File: config.mk
export PLATFORM = sky130hd
export DESIGN_NAME = inert_spi_resp
export DESIGN_NICKNAME = d
export VERILOG_FILES = /design/src/rtl/inert_pkg.sv /design/src/rtl/spi_resp_phy.sv /design/src/rtl/inert_spi_resp.sv
export SDC_FILE = /design/constraint.sdc
export NUM_CORES = 1
export LEC_CHECK = 0
export CORE_MARGIN = 3
export CORE_UTILIZATION = 46
export CTS_CLUSTER_SIZE = 25
export DETAILED_ROUTE_END_ITERATION = 8
export PLACE_DENSITY = 0.74
export REMOVE_ABC_BUFFERS = 1
export SYNTH_ARGS = -nofsm -noshare
export SYNTH_HDL_FRONTEND = slang
export SYNTH_SLANG_ARGS = --single-unit
File: constraint.sdc
create_clock -name clk -period 2.05 [get_ports clk]
set_input_delay 0.205 -clock clk [delete_from_list [all_inputs] [get_ports clk]]
set_output_delay 0.205 -clock clk [all_outputs]
set_load 0.005 [all_outputs]
File: src/rtl/inert_pkg.sv
// Shared constants and types for the inertial-sensor SPI responder.
package inert_pkg;

  // Register addresses (7-bit address field of the command byte)
  localparam logic [6:0] ADDR_INT1_CTRL = 7'h0D;
  localparam logic [6:0] ADDR_WHO_AM_I  = 7'h0F;
  localparam logic [6:0] ADDR_CTRL1_XL  = 7'h10;
  localparam logic [6:0] ADDR_CTRL2_G   = 7'h11;
  localparam logic [6:0] ADDR_PTCH_L    = 7'h22;
  localparam logic [6:0] ADDR_PTCH_H    = 7'h23;
  localparam logic [6:0] ADDR_AZ_L      = 7'h2C;
  localparam logic [6:0] ADDR_AZ_H      = 7'h2D;

  // Bit 15 of the received frame selects read (1) or write (0)
  localparam int RW_BIT = 15;

  // Frame length and command-byte length, sized for the 5-bit bit counter
  localparam logic [4:0] FRAME_LEN = 5'd16;
  localparam logic [4:0] CMD_BITS  = 5'd8;

  // Frame-level states of the serial engine
  typedef enum logic [1:0] {
    ST_IDLE = 2'd0,
    ST_CMD  = 2'd1,
    ST_DATA = 2'd2,
    ST_DONE = 2'd3
  } state_t;

endpackage

File: src/rtl/spi_resp_phy.sv
// Serial engine of the responder: synchronizes the SPI pins, counts bits,
// shifts the incoming frame in and the read byte out, and reports frame end.
//
// Handshake: frame_end is a one-clk pulse on the synchronized SS_n rise of
// an open frame; wr_done / rd_done qualify it for complete 16-bit frames and
// frame_addr / frame_data are stable during that pulse. tx_data is sampled
// on the SCLK fall that follows the 8th rise, addressed by cmd_addr.
module spi_resp_phy
  import inert_pkg::*;
(
  input  logic       clk,
  input  logic       rst_n,
  input  logic       ss_n,
  input  logic       sclk,
  input  logic       mosi,
  input  logic [7:0] tx_data,
  output logic       miso,
  output logic [6:0] cmd_addr,
  output logic [6:0] frame_addr,
  output logic [7:0] frame_data,
  output logic       frame_end,
  output logic       wr_done,
  output logic       rd_done,
  output state_t     state
);

  logic        ss_ff1, ss_ff2, ss_ff3;
  logic        sclk_ff1, sclk_ff2, sclk_ff3;
  logic        mosi_ff1, mosi_ff2;
  logic        ss_fall, ss_rise, sclk_rise, sclk_fall;
  logic        frame_ok;
  logic [4:0]  bit_cnt;
  logic [15:0] rx_shft;
  logic [7:0]  tx_shft;
  state_t      state_nxt;

  // Synchronize the asynchronous pins; third flops give edge detection.
  // SS_n and SCLK idle high, so they reset high to avoid false edges.
  always_ff @(posedge clk or negedge rst_n) begin
    if (!rst_n) begin
      ss_ff1   <= 1'b1;
      ss_ff2   <= 1'b1;
      ss_ff3   <= 1'b1;
      sclk_ff1 <= 1'b1;
      sclk_ff2 <= 1'b1;
      sclk_ff3 <= 1'b1;
      mosi_ff1 <= 1'b0;
      mosi_ff2 <= 1'b0;
    end else begin
      ss_ff1   <= ss_n;
      ss_ff2   <= ss_ff1;
      ss_ff3   <= ss_ff2;
      sclk_ff1 <= sclk;
      sclk_ff2 <= sclk_ff1;
      sclk_ff3 <= sclk_ff2;
      mosi_ff1 <= mosi;
      mosi_ff2 <= mosi_ff1;
    end
  end

  assign ss_fall   = ss_ff3 & ~ss_ff2;
  assign ss_rise   = ~ss_ff3 & ss_ff2;
  assign sclk_rise = ~sclk_ff3 & sclk_ff2;
  assign sclk_fall = sclk_ff3 & ~sclk_ff2;

  // Frame state register
  always_ff @(posedge clk or negedge rst_n) begin
    if (!rst_n) state <= ST_IDLE;
    else        state <= state_nxt;
  end

  // Next-state logic; frame_end fires on the SS_n rise of an open frame
  always_comb begin
    state_nxt = state;
    frame_end = 1'b0;
    case (state)
      ST_IDLE: if (ss_fall) state_nxt = ST_CMD;
      ST_CMD: begin
        if (ss_rise) begin
          state_nxt = ST_DONE;
          frame_end = 1'b1;
        end else if (sclk_rise && (bit_cnt == CMD_BITS - 5'd1)) begin
          state_nxt = ST_DATA;
        end
      end
      ST_DATA: begin
        if (ss_rise) begin
          state_nxt = ST_DONE;
          frame_end = 1'b1;
        end
      end
      ST_DONE: state_nxt = ST_IDLE;
      default: state_nxt = ST_IDLE;
    endcase
  end

  assign frame_ok = (bit_cnt == FRAME_LEN);
  assign wr_done  = frame_end & frame_ok & ~rx_shft[RW_BIT];
  assign rd_done  = frame_end & frame_ok & rx_shft[RW_BIT];

  // Receive shifter and bit counter; counter saturates so over-long
  // frames can never wrap back to a valid length
  always_ff @(posedge clk or negedge rst_n) begin
    if (!rst_n) begin
      bit_cnt <= '0;
      rx_shft <= '0;
    end else if (state == ST_IDLE || state == ST_DONE) begin
      bit_cnt <= '0;
    end else if (sclk_rise) begin
      rx_shft <= {rx_shft[14:0], mosi_ff2};
      if (bit_cnt != 5'd31) bit_cnt <= bit_cnt + 5'd1;
    end
  end

  // Transmit shifter: load the read byte on the first fall of the data
  // phase, then shift one bit per later fall
  always_ff @(posedge clk or negedge rst_n) begin
    if (!rst_n) begin
      tx_shft <= '0;
    end else if (state == ST_DATA && sclk_fall) begin
      if (bit_cnt == CMD_BITS) tx_shft <= tx_data;
      else                     tx_shft <= {tx_shft[6:0], 1'b0};
    end
  end

  assign miso       = (state == ST_DATA) ? tx_shft[7] : 1'b0;
  assign cmd_addr   = rx_shft[6:0];
  assign frame_addr = rx_shft[14:8];
  assign frame_data = rx_shft[7:0];

endmodule

File: src/rtl/inert_spi_resp.sv
// Inertial-sensor SPI responder: register file, coherent sample buffer and
// data-ready interrupt on top of the serial engine.
module inert_spi_resp
  import inert_pkg::*;
#(
  parameter logic [7:0] WHO_AM_I_VAL = 8'h6A,
  parameter logic [7:0] INT_CFG_VAL  = 8'h02
) (
  input  logic        clk,
  input  logic        rst_n,
  input  logic        SS_n,
  input  logic        SCLK,
  input  logic        MOSI,
  output logic        MISO,
  output logic        INT,
  input  logic        smpl_vld,
  input  logic [15:0] ptch_rt,
  input  logic [15:0] az,
  output logic        NEMO_setup
);

  logic [7:0]  rdata;
  logic [6:0]  cmd_addr, frame_addr;
  logic [7:0]  frame_data;
  logic        frame_end, wr_done, rd_done;
  state_t      phy_state;

  logic [7:0]  int1_ctrl, ctrl1_xl, ctrl2_g;
  logic [15:0] ptch_q, az_q, pend_ptch, pend_az;
  logic        pend_vld;
  logic        frame_active;
  logic        commit;
  logic [15:0] commit_ptch, commit_az;
  logic        int_q;

  spi_resp_phy u_phy (
    .clk        (clk),
    .rst_n      (rst_n),
    .ss_n       (SS_n),
    .sclk       (SCLK),
    .mosi       (MOSI),
    .tx_data    (rdata),
    .miso       (MISO),
    .cmd_addr   (cmd_addr),
    .frame_addr (frame_addr),
    .frame_data (frame_data),
    .frame_end  (frame_end),
    .wr_done    (wr_done),
    .rd_done    (rd_done),
    .state      (phy_state)
  );

  // Read mux addressed by the command byte; unmapped addresses read zero
  always_comb begin
    rdata = 8'h00;
    case (cmd_addr)
      ADDR_WHO_AM_I:  rdata = WHO_AM_I_VAL;
      ADDR_INT1_CTRL: rdata = int1_ctrl;
      ADDR_CTRL1_XL:  rdata = ctrl1_xl;
      ADDR_CTRL2_G:   rdata = ctrl2_g;
      ADDR_PTCH_L:    rdata = ptch_q[7:0];
      ADDR_PTCH_H:    rdata = ptch_q[15:8];
      ADDR_AZ_L:      rdata = az_q[7:0];
      ADDR_AZ_H:      rdata = az_q[15:8];
      default:        rdata = 8'h00;
    endcase
  end

  // Writable registers; read-only and unmapped targets are dropped
  always_ff @(posedge clk or negedge rst_n) begin
    if (!rst_n) begin
      int1_ctrl <= '0;
      ctrl1_xl  <= '0;
      ctrl2_g   <= '0;
    end else if (wr_done) begin
      case (frame_addr)
        ADDR_INT1_CTRL: int1_ctrl <= frame_data;
        ADDR_CTRL1_XL:  ctrl1_xl  <= frame_data;
        ADDR_CTRL2_G:   ctrl2_g   <= frame_data;
        default: ;
      endcase
    end
  end

  assign NEMO_setup = (int1_ctrl == INT_CFG_VAL);

  // A sample that arrives during a frame waits until the frame closes so a
  // master reading low then high bytes never sees a torn value. A strobe
  // coinciding with frame end is newer than anything pending and wins.
  assign frame_active = (phy_state == ST_CMD) || (phy_state == ST_DATA);

  always_comb begin
    commit      = 1'b0;
    commit_ptch = ptch_rt;
    commit_az   = az;
    if (frame_end) begin
      if (smpl_vld) begin
        commit = 1'b1;
      end else if (pend_vld) begin
        commit      = 1'b1;
        commit_ptch = pend_ptch;
        commit_az   = pend_az;
      end
    end else if (smpl_vld && !frame_active) begin
      commit = 1'b1;
    end
  end

  // Pending buffer: latest in-frame sample, released at frame end
  always_ff @(posedge clk or negedge rst_n) begin
    if (!rst_n) begin
      pend_vld  <= 1'b0;
      pend_ptch <= '0;
      pend_az   <= '0;
    end else if (frame_end) begin
      pend_vld <= 1'b0;
    end else if (smpl_vld && frame_active) begin
      pend_vld  <= 1'b1;
      pend_ptch <= ptch_rt;
      pend_az   <= az;
    end
  end

  // Visible sample registers
  always_ff @(posedge clk or negedge rst_n) begin
    if (!rst_n) begin
      ptch_q <= '0;
      az_q   <= '0;
    end else if (commit) begin
      ptch_q <= commit_ptch;
      az_q   <= commit_az;
    end
  end

  // Data-ready flag: a fresh sample beats a same-cycle clearing read
  always_ff @(posedge clk or negedge rst_n) begin
    if (!rst_n)                                  int_q <= 1'b0;
    else if (!NEMO_setup)                        int_q <= 1'b0;
    else if (commit)                             int_q <= 1'b1;
    else if (rd_done && frame_addr == ADDR_AZ_H) int_q <= 1'b0;
  end

  assign INT = int_q & NEMO_setup;

endmodule

# Yosys cells after proc, flatten, opt, wreduce, memory -nomap -nowiden
# Cells that the tools add are included.
classes:
  addsub: 1
  mul: 0
  div: 0
  n_lt_le_gt_ge: 0
  n_eq_ne: 24
  shift: 0
  mux: 28
  bitwise: 15
  n_reduce_logical: 20
ops:
  columns: ["operator", "count"]
  rows:
  - ["16-bit two-way mux", 6]
  - ["8-bit one-hot mux with 8 select lines", 1]
  - ["7-bit by 6-bit == test with 1-bit output (second input constant)", 5]
  - ["7-bit by 5-bit == test with 1-bit output (second input constant)", 4]
  - ["7-bit by 4-bit == test with 1-bit output (second input constant)", 3]
  - ["5-bit two-way mux", 3]
  - ["1-bit two-way mux", 12]
  - ["2-bit AND reduction", 6]
  - ["1-bit bitwise AND", 8]
  - ["8-bit by 2-bit == test with 1-bit output (second input constant)", 1]
  - ["2-bit two-way mux", 4]
  - ["8-bit two-way mux", 1]
  - ["2-bit one-hot mux with 4 select lines", 1]
  - ["1-bit inverter", 7]
  - ["3-bit by 1-bit != test with 1-bit output (second input constant)", 2]
  - ["2-bit nonzero test", 3]
  - ["5-bit by 1-bit adder with 5-bit output (second input constant)", 1]
  - ["5-bit by 3-bit == test with 1-bit output (second input constant)", 1]
  - ["5-bit by 4-bit == test with 1-bit output (second input constant)", 1]
  - ["5-bit == test (second input constant)", 1]
  - ["1-bit logical AND", 5]
  - ["5-bit != test (second input constant)", 1]
  - ["2-bit == test (second input constant)", 2]
  - ["2-bit by 1-bit != test with 1-bit output (second input constant)", 2]
  - ["6 further kinds", 7]
totals:
  ff_bits: 129
  latchBits: 0
  mem_bits_rw: 0
  romBits: 0
  input_bits: 38
  output_inout_bits: 3
  word_cells: 109
  mem_count: 0

# Longest topological paths before layout
# Gate-level depths: netlist of the first run.
depth:
  depth_word: 10
  depth_mapped: 8
  depth_no_buf: 7

# Cells and area by module
# From an unflattened synthesis of the first run, not the netlist that was laid out.
hier_totals:
  hier_cells: 534
  area_unflattened_um2: 6274.8
by_module_without_submodules:
  columns: ["mod", "n_inst", "cells_each", "area_each_um2", "seq_area_each_um2"]
  rows:
  - ["inert_spi_resp", 1, 371, 4357.9, 2252.2]
  - ["spi_resp_phy", 1, 163, 1916.8, 983.4]

# Worst setup path before layout of the first run
# OpenSTA, ideal clock, no wires.
synth_path:
  path_kind: "flip-flop to flip-flop"
  startpoint: "register u_phy.state[0]"
  endpoint: "register u_phy.rx_shft[10]"
  setup_ns: 0.125
  arrival_time_ns: 1.914
  path_slack_ns: 0.011
  stages_incl_launch_ff: 7
  n_path_buf: 2
  synth_period_minus_slack_ns: 2.039
  path_cell_list: "dfrtp_1 > inv_1 > ha_1 > clkbuf_1 > nand3b_1 > clkbuf_1 > mux2_2"
synth_via:
  elab_chain_cells: 4
synth_rtl:
  columns: ["item", "line", "rtl"]
  rows:
  - ["start: declaration", "spi_resp_phy.sv:24", "output state_t state"]
  - ["start signal: assignment", "spi_resp_phy.sv:69", "else state <= state_nxt;"]
  - ["2-bit == test / 2-bit logical NOT (equally long branches)", "spi_resp_phy.sv:107", "end else if (state == ST_IDLE || state == ST_DONE) begin"]
  - ["1-bit logical OR *", "spi_resp_phy.sv:107", null]
  - ["1-bit inverter (no source line) *", null, null]
  - ["2-bit AND reduction (no source line) *", null, null]
  - ["end signal: assignment", "spi_resp_phy.sv:110", "rx_shft <= {rx_shft[14:0], mosi_ff2};"]
  - ["end: declaration", "spi_resp_phy.sv:33", "logic [15:0] rx_shft;"]
# Every way passes the cells marked *; elsewhere a longest branch is shown, timed or not.
# A chain may end at the register's enable or synchronous reset.

# Final worst setup path of the first run
layout_path:
  startpoint: "register u_phy.state[1]"
  endpoint: "register ctrl1_xl[0]"
layout_via:
  elab_chain_cells: 6
layout_rtl:
  columns: ["item", "line", "rtl"]
  rows:
  - ["2-bit by 1-bit == test with 1-bit output / 2-bit == test (equally long branches)", "spi_resp_phy.sv:76", "case (state)"]
  - ["2-bit OR reduction (no source line) *", null, null]
  - ["1-bit two-way mux *", null, null]
  - ["1-bit bitwise AND * (2 in a row)", "spi_resp_phy.sv:98", "assign wr_done = frame_end & frame_ok & ~rx_shft[RW_BIT];"]
  - ["2-bit AND reduction (no source line) *", null, null]
  - ["end signal: assignment", "inert_spi_resp.sv:78", "ADDR_CTRL1_XL: ctrl1_xl <= frame_data;"]
  - ["end: declaration", "inert_spi_resp.sv:28", "logic [7:0] int1_ctrl, ctrl1_xl, ctrl2_g;"]
# Marked as above.

==> out/results.txt, run 1 <==
Pin count of the biggest net entering global routing = 72
Crit-path slowest cell = dfrtp_1
Routed via count = 4,278
Largest fanout on the critical path = 8
H-tree lvl count = 4
FFs w/ async S/R, synth = 100%
Hold Fails Final Rpt = 0
WL met1 = 6.12 mm
Status = complete, no violations
Combinational fraction of design power = 35.4%
VDD IR max = 0.000730 V
Worst Setup End Kind = flip-flop
CTS tree = built
Mean area per synthesized cell = 11.9 µm²
Initial antenna violation count = 0
Flop pwr share = 37.2%
Final Skew = 10.7 ps
Pwr/cell area = 1370 mW/mm²
TritonRoute pass-1 iters = 5
Layout cells sized above 1 = 30.7%
Max Freq = 0.500 GHz
Worst hold path type = input port to flip-flop
CP delay by family, top = simple AND/OR/NAND/NOR gates
Crit path cell chain = inv_2 > ha_4 > nand3b_1 > and4bb_1 > nand3_1 > nor2_2 > buf_12 > mux2_2
Average wire per standard cell = 17.9 µm
Total routed wirelength = 13.9 mm
Synthesized instance count = 502
Core area = 0.0127 mm²
CTS Root Cell = clkbuf_16
WS Path Type = flip-flop to flip-flop
Top-Level Pins = 41
Die W = 120 µm
TritonCTS Buffers = 17
Final setup viols = 0
Final worst path period need = 2000 ps
Top layer reached by signal wires = met4
Slew Viols, Final = 0
Row Count = 41
Violation count after the first detailed-route iteration = 270
Yosys reg bits = 129
Ys Warns = 0
Die height = 120 µm
Ys flop type = dfrtp_1
Port Buffers = 40
Total power = 10.5 mW
Type of origin of the critical path = flip-flop
Met2 wire len = 6.74 mm
GR Overflow Total = 0
RePlAce Congestion = 0.986
Vias in the first global route = 4,417
DR WL met3 = 773 µm
MaxCap Viol Count = 0
Post-Syn Area = 0.00600 mm²
Post-layout util = 60.6%
Vias per cell = 5.50
GR Util All Layers = 20.4%
Number of synthesized flops with an enable pin = 0
CP Buf/Inv Count = 2
Initial Util = 47.3%
P_int = 7.04 mW
Worst Hold Slack = 195 ps
Max incr delay on CP = 350 ps
Clock latency on the worst-skew pair = 420 ps
Post-route ant nets = 0
P_leak = 3.29 nW
Clk pwr share = 27.4%
Total Die Area = 0.0144 mm²
WP data arrival = 2300 ps
Switching Share = 33.0%
Critical path required time = 2350 ps
Area grow syn2layout = 27.9%
Relative slew slack = 71.5%
Unrepaired setup endpoints after global routing = true
Switching power = 3.46 mW
TritonCTS Sinks = 129
Nets = 638
# DRC = 0
Synth cell types = 61
Worst slew pin tran = 417 ps
Seq/Total Area, Yosys = 53.9%
Antenna diode count = 0
Tcrit/Tclk final = 97.5%
Filler cells = 1,027
First-pass GRT wire length = 22.8 mm
Hpwl dp = 9.90 mm
CTS clk-pin slew, worst paths = 50 ps
Maximum clock path buffer count = 2
## through the flow
step           setup slack (ps)  cell area (µm²)  std cells  TNS [ps]
2_1_floorplan             -3020             5880        474   -106130
3_3_place_gp               47.3             7010        743         0
3_5_place_dp              -27.0             7010        743     -27.0
4_1_cts                    39.2             7610        778         0
5_1_grt                   -31.8             7670        778     -88.0
6_report                   51.1             7670        778         0
## worst reg2reg max path, stage by stage (launching register included)
cell and delay, ps:
dfrtp_1 350, inv_2 70, ha_4 260, nand3b_1 110, and4bb_1 330, nand3_1 100
nor2_2 170, buf_12 160, mux2_2 330
## cell usage in the layout (no fill, tap or decap), types with 3 or more instances in the layout
master and n:
inv_1 4, nor2_1 40, xnor2_1 3, dfstp_2 6
nand2b_1 5, and2_1 6, and3_1 4, a21oi_1 44
nand3b_1 3, a22oi_1 10, clkdlybuf4s50_1 36, buf_12 6
mux2i_1 38, nand2_1 7, clkbuf_16 17, clkbuf_1 7
nor2b_1 7, mux2_4 6, buf_4 54, nand4_1 6
nand3_1 17, o21ai_0 13, dfrtp_1 123, a221oi_1 3
mux2_2 63, ha_1 5, a22o_1 3, clkinv_2 4
## final timing paths
path / startpoint / to / slack, ps / cells after the start
max in group asynchronous: rst_n / u_phy.sclk_ff3 / 1110 / 3
hold reg to reg: u_phy.mosi_ff1 / u_phy.mosi_ff2 / 350 / 0
setup / recovery: u_phy.state[1] / ctrl1_xl[0] / 50 / 8
hold / removal: SCLK / u_phy.sclk_ff1 / 190 / 1
min in group asynchronous: rst_n / pend_ptch[3] / 220 / 2
setup reg to reg: u_phy.state[1] / ctrl1_xl[0] / 50 / 8
## synth_stat cells, types with 2 or more instances
master     instances  area share [%]
and3b_2            2            0.33
o211ai_1           2            0.25
nor2b_1            7            0.73
dfrtp_1          123              51
nor2_1            41             2.6
buf_2              7            0.58
nand2b_1           5            0.52
mux2i_1           38             6.3
nand3b_1           3            0.38
nand3_1           17             1.4
xnor2_1            3            0.44
and3_1             4            0.42
a22o_1             3            0.44
mux2_2            69              13
o21a_1             2            0.25
clkbuf_1          13            0.81
nor4b_1            2            0.29
ha_1               7             1.5
inv_1              6            0.38
dfstp_2            6             2.6
and2_1             7            0.73
buf_1              7            0.44
nor3b_1            3            0.38
nand2_1            7            0.44
o21ai_0           14             1.2
a21oi_1           45             3.8
a221oi_1           3            0.44
a211o_1            2            0.29
nor4_1             2            0.21
a31o_2             2            0.29
a2111oi_0          2            0.29
nand4_1            6            0.63
and4b_1            3            0.50
a22oi_1           10             1.3
a32oi_1            2            0.29
nor3_1             2            0.17
## cell families after synthesis
family	count (synthesis)	synth area share [%]
flip-flops	129	53.9
AND/OR/NAND/NOR	122	11.6
multiplexers	108	19.5
AO/OA/AOI/OAI	98	10.6
buffers and inverters	35	2.46
adder cells (fa/ha/maj)	7	1.46
XOR/XNOR	3	0.438
## registers in the layout, summed over array words and instances (netlist names), 2 cells and up
register	count
u_phy.tx_shft	8
ctrl1_xl	8
pend_az	16
az_q	16
int1_ctrl	8
u_phy.state	2
u_phy.bit_cnt	5
u_phy.rx_shft	16
ptch_q	16
pend_ptch	16
ctrl2_g	8
## power groups by stage
stage	registers, mW	logic [mW]	clock network [mW]
after floorplan	3.84	2.01	0
final	3.91	3.72	2.87
after global placement	3.90	3.50	0
after CTS	3.91	3.70	2.93
after global routing	4.02	4.08	3.06
after detailed placement	3.95	3.63	0
## area by class of cell
| cell class | instances | area (µm²) | share of cell area [%] |
|---|---|---|---|
| clock buffer | 26 | 479 | 6.25 |
| clock inverter | 6 | 80.1 | 1.04 |
| inverter | 7 | 26.3 | 0.342 |
| multi-input combinational | 338 | 2710 | 35.3 |
| sequential | 129 | 3240 | 42.2 |
| tap | 172 | 215 | 2.80 |
| timing repair buffer | 100 | 926 | 12.1 |
## metal layers
layer / vias up / track usage (%)
met5: - / 0
met2: 113 / 33.4
met3: 23 / 6.64
met4: 0 / 6.80
li1: 2022 / -
met1: 2120 / 25.8
## what timing repair did
item                                   4_1_cts  5_1_grt
buffers inserted                             2        0
hold buffers                                 1        0
endpoints found under the hold margin       58        0
gates resized for setup                      6       17
pin swaps                                    2        3
setup endpoints to repair                    5       27
Power figures use the tool's default switching activity.
==> inputs of run 2 (changes only) <==
SETUP_SLACK_MARGIN = 0.02   (was unset)
==> run 2 against run 1 <==
Compared with the run above:
- cell area down 0.11%
- hold slack barely moved
- via count fell by 0.63%
- total power about the same
- final cell count stayed put
- setup slack improved by 12 ps
- first-iteration DRC count grew 12%
- fmax grew 0.59%
- global-route usage stayed put
- register-to-register slack barely moved
- clock power is essentially flat
- critical path depth unchanged
- critical path type unchanged
==> out/results.txt, run 2 (synthesis gave the netlist of run 1 again) <==
Status = complete, no violations
Hold Fails Final Rpt = 0 (unchanged)
Slew Viols, Final = 0 (unchanged)
Pre-CTS setup slack = -27.0 ps (unchanged)
Worst slew pin tran = 426 ps (+9.27 ps)
WS Path Type = flip-flop to flip-flop
Nets = 638 (unchanged)
Crit path cell chain = inv_2 > ha_4 > nand3b_1 > and4bb_1 > nand3_1 > nor2_2 > buf_12 > mux2_2
TritonCTS Sinks = 129 (unchanged)
Vias per cell = 5.46 (-0.63%)
Maximum clock path buffer count = 2 (unchanged)
Worst Hold End = u_phy.sclk_ff1
VDD IR max = 0.000729 V (about the same)
Most common cell after layout, fill and taps aside = dfrtp_1
R2R Path End = ctrl1_xl[3]
Type of origin of the critical path = flip-flop
Pin count of the biggest net entering global routing = 72 (unchanged)
First-pass GRT wire length = 22.8 mm (unchanged)
Vias in the first global route = 4,417 (unchanged)
H-tree lvl count = 4 (unchanged)
Most frequent cells in the layout = dfrtp_1 (123), mux2_2 (69), buf_4 (53), a21oi_1 (44), nor2_1 (40)
Row Count = 41 (unchanged)
Routed via count = 4,251 (-0.63%)
Setup TNS = 0 ps (unchanged)
Worst hold start = SCLK
Port Buffers = 40 (unchanged)
Max incr delay on CP = 350 ps (about the same)
Hpwl dp = 9.90 mm (unchanged)
Area grow syn2layout = 27.8%
TritonCTS Buffers = 17 (unchanged)
R2R depth = 8 (unchanged)
CTS Root Cell = clkbuf_16
CP Buf/Inv Count = 2 (unchanged)
MaxCap Viol Count = 0 (unchanged)
Relative slew slack = 70.9% (-0.63 points)
Largest fanout on the critical path = 8 (unchanged)
# DRC = 0 (unchanged)
Worst hold path type = input port to flip-flop
Layout cells sized above 1 = 31.0% (+0.33 points)
Total power = 10.5 mW (about the same)
Clock latency on the worst-skew pair = 420 ps (about the same)
Core area = 0.0127 mm² (unchanged)
Total routed wirelength = 13.8 mm (-0.62%)
Average wire per standard cell = 17.8 µm (-0.62%)
Hold Path Stages = 1 (unchanged)
Final setup viols = 0 (unchanged)
TritonRoute pass-1 iters = 7 (+2)
Violation count after the first detailed-route iteration = 303 (+12%)
R2R setup slack = 60 ps (about the same)
GR Util All Layers = 20.4% (unchanged)
Initial Util = 47.3% (unchanged)
WP data arrival = 2280 ps (-20 ps)
CP delay by family, top = simple AND/OR/NAND/NOR gates
Pwr/cell area = 1370 mW/mm² (+0.15%)
Initial antenna violation count = 0 (unchanged)
P_leak = 3.29 nW (about the same)
Antenna diode count = 0 (unchanged)
Crit-path slowest cell = dfrtp_1
Top-Level Pins = 41 (unchanged)
Worst Setup End Kind = flip-flop
Critical path required time = 2350 ps (about the same)
CTS clk-pin slew, worst paths = 50 ps (about the same)
RePlAce Congestion = 0.986 (unchanged)
Tcrit/Tclk final = 96.9% (-0.57 points)
CTS tree = built
Post-route ant nets = 0 (unchanged)
Total Die Area = 0.0144 mm² (unchanged)
Worst setup margin = 62.8 ps (+11.7 ps)
Reg2reg start = u_phy.state[1]
Final worst path period need = 1990 ps (-11.7 ps)
GR Overflow Total = 0 (unchanged)
Unrepaired setup endpoints after global routing = true
Final Skew = 7.50 ps (-3.22 ps)
Die height = 120 µm (unchanged)
Die W = 120 µm (unchanged)
Max Freq = 0.503 GHz (+0.59%)
==> run 2: cell types whose count changed in the layout (fill, tap and decap cells not counted) <==
cell	delta
a22oi_1	-1
buf_6	+1
a2111oi_1	-1
buf_4	-1
mux2_4	-6
a22oi_2	+1
mux2_2	+6
a2111oi_2	+1
==> run 2: what timing repair did <==
action / in CTS / in global routing
setup endpoints to repair: 5 / 37
hold buffers: 1 / 0
resized for setup: 6 / 14
buffers inserted: 2 / 0
pin swaps: 2 / 2
endpoints found under the hold margin: 58 / 0
==> run 2: worst reg2reg max path, cell delays in order (launching register included) <==
cell	delay, ps
dfrtp_1	350
inv_2	60
ha_4	260
nand3b_1	110
and4bb_1	330
nand3_1	100
nor2_2	180
buf_12	150
mux2_2	330
==> run 2: area by class of cell <==
cell class                 count  area, µm²
clock buffer                  26        479
clock inverter                 6       80.1
fill                        1025       5010
inverter                       7       26.3
multi-input combinational    338       2700
sequential                   129       3240
tap                          172        215
timing repair buffer         100        930
==> run 2: how the worst max path moves through the flow <==
stage	startpoint	to	slack, ps	cells past startpoint
after CTS	u_phy.state[0]	MISO	40	5
after global placement	u_phy.rx_shft[4]	u_phy.tx_shft[3]	50	6
final	u_phy.state[1]	ctrl1_xl[3]	60	8
after floorplan	u_phy.state[0]	az_q[0]	-3020	6
after global routing	u_phy.state[0]	ctrl1_xl[1]	-30	8
after detailed placement	u_phy.bit_cnt[1]	u_phy.state[1]	-30	6
==> run 2: per-layer routing <==
| metal | up-vias | GRT usage [%] | part of all wire (%) |
|---|---|---|---|
| met4 | 0 | 6.80 | 1.8 |
| met2 | 100 | 33.4 | 49 |
| met3 | 23 | 6.64 | 4.8 |
| met1 | 2106 | 25.8 | 45 |
| met5 | - | 0 | 0 |
| li1 | 2022 | - | - |
==> run 2: through the flow <==
step                      hold slack (ps)  instances  utilization [%]  cell area (µm²)
after floorplan                     -90.6        474                -             5880
after global placement                110        743             55.3             7010
after detailed placement              114        743             55.3             7010
after CTS                             178        778             60.1             7610
after global routing                  191        778             60.5             7660
final                                 195        778             60.5             7660
==> run 2: power breakdown <==
part	switching, mW	leakage [nW]	total [mW]	internal, mW
combinational	1.90	1.42	3.73	1.83
clock	1.03	0.276	2.87	1.84
sequential	0.544	1.59	3.91	3.37
total	3.47	3.29	10.5	7.04
==> inputs of run 3 (changes only) <==
ABC_AREA = 1   (was unset)
CORE_UTILIZATION = 53   (was 46)
MAX_ROUTING_LAYER = met4   (was unset)
PLACE_DENSITY = 0.83   (was 0.74)
==> run 3 against run 2 <==
Compared with the run above:
- non-clock buffer count fell by 39
- first-iteration DRC count rose by 47%
- register-to-register slack improved by 110 ps
- sequential power barely moved
- core utilization rose by 5.9 points
- cell area fell by 4.4%
==> out/results.txt, run 3 <==
Nets = 823 (+29%)
VDD IR max = 0.000843 V (+16%)
Total routed wirelength = 14.2 mm (+2.2%)
# DRC = 0 (unchanged)
Worst slew pin tran = 586 ps (+159 ps)
Worst setup margin = 97.5 ps (+34.7 ps)
Violation count after the first detailed-route iteration = 445 (+47%)
Synthesized instance count = 727 (+45%)
Seq/Total Area, Yosys = 53.2% (-0.78 points)
Final Skew = 10.7 ps (+3.17 ps)
Pwr/cell area = 1360 mW/mm² (-0.59%)
FFs w/ async S/R, synth = 100% (unchanged)
GR Util All Layers = 23.9% (+3.4 points)
Ys flop type = dfrtp_1
CTS clk-pin slew, worst paths = 50 ps (about the same)
Clock latency on the worst-skew pair = 420 ps (about the same)
Maximum clock path buffer count = 2 (unchanged)
Setup TNS = 0 ps (unchanged)
MaxCap Viol Count = 0 (unchanged)
Pre-CTS setup slack = 119 ps (+146 ps)
Number of synthesized flops with an enable pin = 0 (unchanged)
Total Die Area = 0.0128 mm² (-11%)
H-tree lvl count = 4 (unchanged)
Die W = 113 µm (-5.9%)
Mean area per synthesized cell = 8.37 µm² (-30%)
Max Freq = 0.512 GHz (+1.8%)
Vias per cell = 5.48 (+0.31%)
Tcrit/Tclk final = 95.2% (-1.7 points)
Initial antenna violation count = 0 (unchanged)
Post-Syn Area = 0.00609 mm² (+1.5%)
TritonCTS Buffers = 17 (unchanged)
Most common cell after layout, fill and taps aside = nand2_1
Critical path required time = 1850 ps (-500 ps)
Top post-synthesis cells by area = dfrtp_1 (51%), nand2_1 (10%), o21ai_0 (8.7%), inv_1 (4.9%), a21oi_1 (4.4%)
Port Buffers = 40 (unchanged)
Top-Level Pins = 41 (unchanged)
Filler cells = 874 (-15%)
Routed via count = 5,103 (+20%)
P_leak = 3.57 nW (+8.4%)
Area grow syn2layout = 20.3%
Antenna diode count = 0 (unchanged)
GR Overflow Total = 0 (unchanged)
WS Path Type = flip-flop to output pin
CTS tree = built
Status = complete, no violations
Top cell type's share of synthesized area = 50.6% (-0.74 points)
Die height = 113 µm (-5.9%)
Post-route ant nets = 0 (unchanged)
Hpwl dp = 9.29 mm (-6.1%)
Relative slew slack = 61.0% (-9.9 points)
Yosys reg bits = 129 (unchanged)
Layout cells sized above 1 = 13.3% (-18 points)
CTS Root Cell = clkbuf_16
Slew Viols, Final = 0 (unchanged)
Worst hold path type = input port to flip-flop
Average wire per standard cell = 15.2 µm (-15%)
Final worst path period need = 1950 ps (-34.7 ps)
Initial Util = 55.2% (+7.8 points)
Largest fanout on the critical path = 5 (-3)
TritonRoute pass-1 iters = 5 (-2)
WP data arrival = 1750 ps (-530 ps)
TritonCTS Sinks = 129 (unchanged)
Ys Warns = 0 (unchanged)
Area leader, netlist = dfrtp_1
Most numerous cell in the Yosys netlist = nand2_1
Type of origin of the critical path = flip-flop
Hold Fails Final Rpt = 0 (unchanged)
Core area = 0.0110 mm² (-13%)
Synth cell types = 32 (-48%)
Most frequent cells in the layout = nand2_1 (170), dfrtp_1 (123), o21ai_0 (105), inv_1 (79), a21oi_1 (53)
Row Count = 38 (-7.3%)
Worst Setup End Kind = output pin
Synth top cells by count = nand2_1 (170), dfrtp_1 (123), o21ai_0 (106)
RePlAce Congestion = 0.965 (-2.1%)
Unrepaired setup endpoints after global routing = true
Vias in the first global route = 5,085 (+15%)
Pin count of the biggest net entering global routing = 65 (-9.7%)
First-pass GRT wire length = 23.6 mm (+3.4%)
Final setup viols = 0 (unchanged)
==> run 3: changes by cell type in the layout (fill, tap and decap cells not counted), sizes merged, moves of 38 or more <==
cell	previous run	this run
buf	60	20
inv	6	87
mux2	70	0
mux2i	38	0
nand2	7	180
o21ai	14	132
==> run 3: layout make-up <==
cell class	count	area [µm²]	share of cell area, %
Tap cell	140	175	2.39
Timing Repair Buffer	61	636	8.68
Sequential cell	129	3240	44.2
Clock buffer	25	485	6.63
Inverter	87	327	4.46
Clock inverter	7	62.6	0.854
Multi-Input combinational cell	482	2400	32.8
==> run 3: critical path, stage by stage, from the launching register on <==
cell             delay (ps)
dfrtp_1                 390
inv_2                   100
ha_1                    210
nand2_1                  70
inv_1                    60
clkdlybuf4s50_1         490
==> run 3: kinds of logic after synthesis <==
kind of cell,count (synthesis),share of synthesized area [%]
simple gates,286,20.7
compound gates,189,16.9
flops,129,53.2
buf+inv,116,7.79
fa+ha+maj,7,1.44
==> run 3: per-layer routing <==
metal,track usage [%],routed length [µm]
met3,5.88,848
met1,30.2,6180
met5,-,0
met4,12.1,439
met2,35.8,6680
==> run 3: path summary, 6_finish.rpt <==
path / startpoint / end / slack, ps / cells past startpoint
min in group asynchronous: rst_n / u_phy.bit_cnt[1] / 330 / 2
hold reg to reg: u_phy.mosi_ff1 / u_phy.mosi_ff2 / 350 / 0
max in group asynchronous: rst_n / u_phy.ss_ff1 / 1030 / 3
hold / removal: SS_n / u_phy.ss_ff1 / 200 / 1
setup / recovery: u_phy.state[0] / MISO / 100 / 5
setup reg to reg: u_phy.state[1] / ctrl1_xl[0] / 170 / 8
==> run 3: report_power, final <==
| part | internal (mW) | switching (mW) |
|---|---|---|
| Clock | 1.75 | 1.05 |
| Sequential | 3.43 | 0.507 |
| Combinational | 1.10 | 2.15 |
| Total | 6.28 | 3.71 |
==> run 3: timing repair <==
| action | CTS | global route |
|---|---|---|
| endpoints found under the setup margin | 2 | 23 |
| buffers inserted | 5 | 0 |
| gates cloned | 0 | 1 |
| gates resized for setup | 2 | 7 |
| hold buffers | 1 | 0 |
| pin swaps | 3 | 0 |
| endpoints found under the hold margin | 40 | 0 |
==> run 3: through the flow <==
| stage | instance area [µm²] | hold WS, ps | std cells | util (%) | power (mW) |
|---|---|---|---|---|---|
| 2_1_floorplan | 5940 | -90.6 | 698 | - | 5.90 |
| 3_3_place_gp | 6680 | 233 | 892 | 60.5 | 6.78 |
| 3_5_place_dp | 6680 | 236 | 892 | 60.5 | 7.00 |
| 4_1_cts | 7270 | 194 | 930 | 65.9 | 9.87 |
| 5_1_grt | 7320 | 197 | 931 | 66.4 | 10.7 |
| 6_report | 7320 | 204 | 931 | 66.4 | 9.99 |
